<file path="src/rtl/rca_sub_51bit_seq.sv">
// Multi-cycle subtractor that recovers the unknown addend of a ripple-carry add:
// o_add_term2 = i_result - i_add_term1, CHUNK bits per clock with a registered borrow.
module rca_sub_51bit_seq #(
  parameter int WIDTH = 51,
  parameter int CHUNK = 17
) (
  input  logic             i_clk,
  input  logic             i_rst_n,
  input  logic             i_valid,
  output logic             o_ready,
  input  logic [WIDTH:0]   i_result,
  input  logic [WIDTH-1:0] i_add_term1,
  output logic             o_valid,
  input  logic             i_ready,
  output logic [WIDTH-1:0] o_add_term2,
  output logic             o_err
);

  localparam int NCHUNK = WIDTH / CHUNK;
  localparam int CW     = (NCHUNK > 1) ? $clog2(NCHUNK) : 1;

  generate
    if ((CHUNK < 1) || (WIDTH % CHUNK != 0)) begin : g_bad_chunk
      $error("rca_sub_51bit_seq: WIDTH must be an integer multiple of CHUNK");
    end
  endgenerate

  typedef enum logic [1:0] {IDLE, RUN, DONE} state_t;

  state_t           state;
  logic [WIDTH:0]   r_q;
  logic [WIDTH-1:0] t_q;
  logic             borrow_q;
  logic [CW-1:0]    cnt_q;

  logic [CHUNK-1:0] r_chunk;
  logic [CHUNK-1:0] t_chunk;
  logic [CHUNK-1:0] diff_chunk;
  logic [CHUNK:0]   borrow_chain;
  logic             last_chunk;

  always_comb begin
    r_chunk = '0;
    t_chunk = '0;
    for (int k = 0; k < NCHUNK; k++) begin
      if (cnt_q == CW'(k)) begin
        r_chunk = r_q[k*CHUNK +: CHUNK];
        t_chunk = t_q[k*CHUNK +: CHUNK];
      end
    end
  end

  // Bit-serial ripple borrow through the selected chunk, seeded by the stored borrow.
  always_comb begin
    diff_chunk      = '0;
    borrow_chain    = '0;
    borrow_chain[0] = borrow_q;
    for (int i = 0; i < CHUNK; i++) begin
      diff_chunk[i]     = r_chunk[i] ^ t_chunk[i] ^ borrow_chain[i];
      borrow_chain[i+1] = (~r_chunk[i] & t_chunk[i]) |
                          (~(r_chunk[i] ^ t_chunk[i]) & borrow_chain[i]);
    end
  end

  assign last_chunk = (cnt_q == CW'(NCHUNK - 1));

  always_ff @(posedge i_clk or negedge i_rst_n) begin
    if (!i_rst_n) begin
      state       <= IDLE;
      o_ready     <= 1'b0;
      o_valid     <= 1'b0;
      o_add_term2 <= '0;
      o_err       <= 1'b0;
      r_q         <= '0;
      t_q         <= '0;
      borrow_q    <= 1'b0;
      cnt_q       <= '0;
    end else begin
      case (state)
        IDLE: begin
          o_valid <= 1'b0;
          if (i_valid && o_ready) begin
            r_q      <= i_result;
            t_q      <= i_add_term1;
            borrow_q <= 1'b0;
            cnt_q    <= '0;
            o_ready  <= 1'b0;
            state    <= RUN;
          end else begin
            o_ready <= 1'b1;
          end
        end
        RUN: begin
          for (int k = 0; k < NCHUNK; k++) begin
            if (cnt_q == CW'(k)) begin
              o_add_term2[k*CHUNK +: CHUNK] <= diff_chunk;
            end
          end
          borrow_q <= borrow_chain[CHUNK];
          cnt_q    <= cnt_q + CW'(1);
          // The carry-in bit of the result absorbs (or fails to absorb) the final borrow.
          if (last_chunk) begin
            o_err   <= r_q[WIDTH] ^ borrow_chain[CHUNK];
            o_valid <= 1'b1;
            state   <= DONE;
          end
        end
        DONE: begin
          if (i_ready) begin
            o_valid <= 1'b0;
            o_ready <= 1'b1;
            state   <= IDLE;
          end
        end
        default: begin
          state <= IDLE;
        end
      endcase
    end
  end

endmodule

</file>
<file path="config.mk">
export PLATFORM = sky130hd
export DESIGN_NAME = rca_sub_51bit_seq
export DESIGN_NICKNAME = d
export VERILOG_FILES = /design/src/rtl/rca_sub_51bit_seq.sv
export SDC_FILE = /design/constraint.sdc
export NUM_CORES = 1
export LEC_CHECK = 0
export CAP_MARGIN = 20
export CORE_UTILIZATION = 40
export CTS_CLUSTER_SIZE = 10
export DETAILED_ROUTE_END_ITERATION = 7
export PLACE_DENSITY = 0.77
export SKIP_CTS_REPAIR_TIMING = 1
export SLEW_MARGIN = 15
export SYNTH_ARGS = -nofsm -noshare
export SYNTH_HDL_FRONTEND = slang
export SYNTH_SLANG_ARGS = --single-unit
</file>
<file path="constraint.sdc">
create_clock -name i_clk -period 23.2 [get_ports i_clk]
set_clock_uncertainty 0.2 [all_clocks]
set_input_delay 3.48 -clock i_clk [delete_from_list [all_inputs] [get_ports i_clk]]
set_output_delay 3.48 -clock i_clk [all_outputs]
set_load 0.01 [all_outputs]
</file>
==> impl_metrics.sql <==
INSERT INTO impl_metrics (metric_group, metric, value, unit) VALUES
('floorplanning', 'floorplan.io_pins', '161', ''),
('finish', 'final_layout_size_suffix_gt1_share', '19.2', '%'),
('finish', 'area_growth_syn_to_layout', '32.9', '%'),
('logic_synthesis', 'synthCells', '543', ''),
('logic_synthesis', 'ys_async_sr_fraction', '100', '%'),
('clock_network', 'cts_inserted_buffers', '17', ''),
('drt', 'wl', '17900', 'µm'),
('floorplanning', 'die_height', '137', 'µm'),
('logic_synthesis', 'synth_top_cells_by_area', 'dfrtp_1 (56%), mux2_2 (14%), mux2_1 (9.2%), fa_1 (4.7%), o21ai_0 (4.2%)', ''),
('finish', 'register_area', '4050', 'µm²'),
('drt', 'num_vias', '4905', ''),
('flow_run', 'cap_viol_max_count', '0', ''),
('placed_design', 'port_buffers', '160', ''),
('logic_synthesis', 'syn_avg_cell_area', '13.3', 'µm²'),
('logic_synthesis', 'most_instantiated_cells_after_synthesis', 'dfrtp_1 (162), mux2_2 (93), o21ai_0 (61)', ''),
('placed_design', 'total_half_perimeter_wirelength_after_legalization_and_detailed_placement', '13200', 'µm'),
('power_and_ir_drop', 'power_per_cell_area', '177', 'nW/µm²'),
('sta', 'final-hold-violation-count', '0', ''),
('logic_synthesis', 'count_of_flip_flops_with_a_built_in_enable_after_synthesis', '0', ''),
('logic_synthesis', 'postSynthRegisterBits', '162', ''),
('sta', 'worst_slew_pin_slew', '1020', 'ps'),
('clock_network', 'path_clk_slew', '60', 'ps'),
('power_and_ir_drop', 'power.static_leakage', '3.95', 'nW'),
('min_path', 'holdCritPathClass', 'flip-flop to flip-flop', ''),
('setup_path', 'critPathRequiredTime', '23310', 'ps'),
('setup_path', 'endpoint_kind', 'flip-flop', ''),
('drt', 'antenna_left', '0', ''),
('logic_synthesis', 'synthesis.yosys.warnings', '0', ''),
('setup_path', 'critical-path-max-stage-delay', '490', 'ps'),
('logic_synthesis', 'dominantRegCellSynth', 'dfrtp_1', ''),
('logic_synthesis', 'post-synth-top-count-cell', 'dfrtp_1', ''),
('floorplanning', 'core-area', '17500', 'µm²'),
('floorplanning', 'floorplan.initialDensity', '41.4', '%'),
('clock_network', 'tritoncts_sinks', '162', ''),
('power_and_ir_drop', 'ir_drop', '80.5', 'µV'),
('setup_path', 'crit_top_cell', 'fa_1', ''),
('logic_synthesis', 'seq_area_frac_synth', '56.0', '%'),
('global_routing', 'gr-usage-all-layers', '20.7', '%'),
('sta', 'setup_repair_after_global_routing_missed_its_margin', 'false', ''),
('floorplanning', 'rows', '48', ''),
('sta', 'final_critical_path_setup_slack', '13610', 'ps'),
('clock_network', 'cts_tree', 'built', ''),
('outcome', 'result_of_the_run', 'finished, final reports clean', ''),
('finish', 'finalNetCount', '821', ''),
('finish', 'multiInputGateArea', '2960', 'µm²'),
('finish', 'layout.cells.non_filler', '932', ''),
('drt', 'drt-vias-per-instance', '5.26', ''),
('logic_synthesis', 'netlist_area', '7240', 'µm²'),
('logic_synthesis', 'synth_top_area_share', '56.0', '%'),
('drt', 'detailedRoute.firstIterationViolations', '273', ''),
('drt', 'firstDrtPassIters', '4', ''),
('finish', 'final.fill_count', '1395', ''),
('setup_path', 'worst_path_max_delay_cell', 'ha_1', ''),
('logic_synthesis', 'synth.distinct_cells', '23', ''),
('logic_synthesis', 'netlist.top_cell.by_area', 'dfrtp_1', ''),
('setup_path', 'cp_max_fo', '34', ''),
('logic_synthesis', 'synth_fp_nets', '670', ''),
('setup_path', 'timing_worst_setup_path_type', 'flip-flop to flip-flop', ''),
('sta', 'finalWorstPathRequiredPeriod', '9590', 'ps'),
('global_routing', 'first_global_vias', '5036', ''),
('drt', 'drc', '0', ''),
('sta', 'achievable-frequency', '104', 'MHz'),
('placed_design', 'numPlacedInstances', '897', ''),
('drt', 'wl_per_cell', '19.2', 'µm'),
('global_routing', 'grt_pass1_wl', '27900', 'µm'),
('global_routing', 'grt_antenna_before_repair', '0', ''),
('clock_network', 'clkLatencyLatePin', '430', 'ps'),
('placed_design', 'pre_cts_setup_slack', '13670', 'ps'),
('sta', 'final-max-slew-violation-count', '0', ''),
('sta', 'final_min_period_over_clock_period', '41.3', '%'),
('setup_path', 'timing.critical_path.from_type', 'flip-flop', '');
==> flip-flops by register name (all words and copies together), names as in the netlist <==
name / count
o_valid: 1
borrow_q: 1
t_q: 51
o_ready: 1
o_err: 1
o_add_term2: 51
r_q: 52
state: 2
cnt_q: 2
==> worst max-delay path: cells and delay by family, from the launching register on <==
kind | cells | cell delay, ps
adder cells (fa/ha/maj) | 18 | 7480
flip-flops | 1 | 410
buffers and inverters | 5 | 810
AO/OA/AOI/OAI | 1 | 260
multiplexers | 1 | 280
==> path summary, 6_finish.rpt <==
kind	startpoint	to	slack (ps)	cells past startpoint
setup / recovery	cnt_q[0]	o_add_term2[16]	13610	25
hold / removal	o_add_term2[0]	o_add_term2[0]	290	2
setup reg to reg	cnt_q[0]	o_add_term2[16]	13610	25
hold reg to reg	o_add_term2[0]	o_add_term2[0]	290	2
max in group asynchronous	i_rst_n	t_q[17]	18730	2
min in group asynchronous	i_rst_n	o_add_term2[39]	2870	1
==> cells in the final DEF, fill, tap and decap left out, types with 2 or more instances in the layout <==
cell type        instances
dfrtp_1                162
nand2_1                 40
inv_1                    8
a21oi_1                 37
clkbuf_16               17
mux2_1                  59
bufinv_16                3
ha_1                     2
o21ai_0                 61
clkbuf_1                 2
mux2_2                  93
fa_1                    17
o21a_1                  17
clkinvlp_4               5
buf_8                    2
nor2_1                   2
clkdlybuf4s50_1        159
clkinv_4                 3
buf_4                    4
nand3b_4                 2
buf_6                    2
==> metrics by stage <==
stage | utilization (%) | hold WS (ps) | cell area, µm² | power, mW
4_1_cts | 54.8 | 288 | 9570 | 1.71
3_5_place_dp | 51.3 | 274 | 8960 | 1.42
5_1_grt | 55.1 | 310 | 9620 | 1.82
2_1_floorplan | - | 252 | 7240 | 1.06
3_3_place_gp | 51.3 | 262 | 8960 | 1.36
6_report | 55.1 | 287 | 9620 | 1.70
==> layer usage <==
layer  GRT usage [%]  vias to the layer above  wire length, µm
met2            33.8                      189             8700
met1            27.0                     2481             7840
li1                -                     2214                -
met3            5.07                       21             1060
met4            6.54                        0              250
met5               0                        -                0
==> final cells by class <==
type	count	area share, %
clock buffers	20	4.64
multi-input cells	337	30.7
inverters	8	0.312
well taps	225	2.93
repair buffers	168	17.6
flip-flops and latches	162	42.1
clock inverters	12	1.65
==> cell families after synthesis <==
family / after synthesis / share of synthesized area [%]
fa+ha+maj: 20 / 5.22
simple gates: 47 / 3.14
xor+xnor: 1 / 0.121
mux: 152 / 23.6
flops: 162 / 56.0
compound gates: 117 / 8.69
buf+inv: 44 / 3.21
==> report_power, final <==
group | switching [mW] | leakage, nW | total (mW) | internal [mW]
registers | 0.0975 | 1.92 | 0.533 | 0.435
clock network | 0.113 | 0.278 | 0.285 | 0.172
logic | 0.440 | 1.75 | 0.886 | 0.446
total | 0.650 | 3.95 | 1.70 | 1.05
Power figures use the tool's default switching activity.
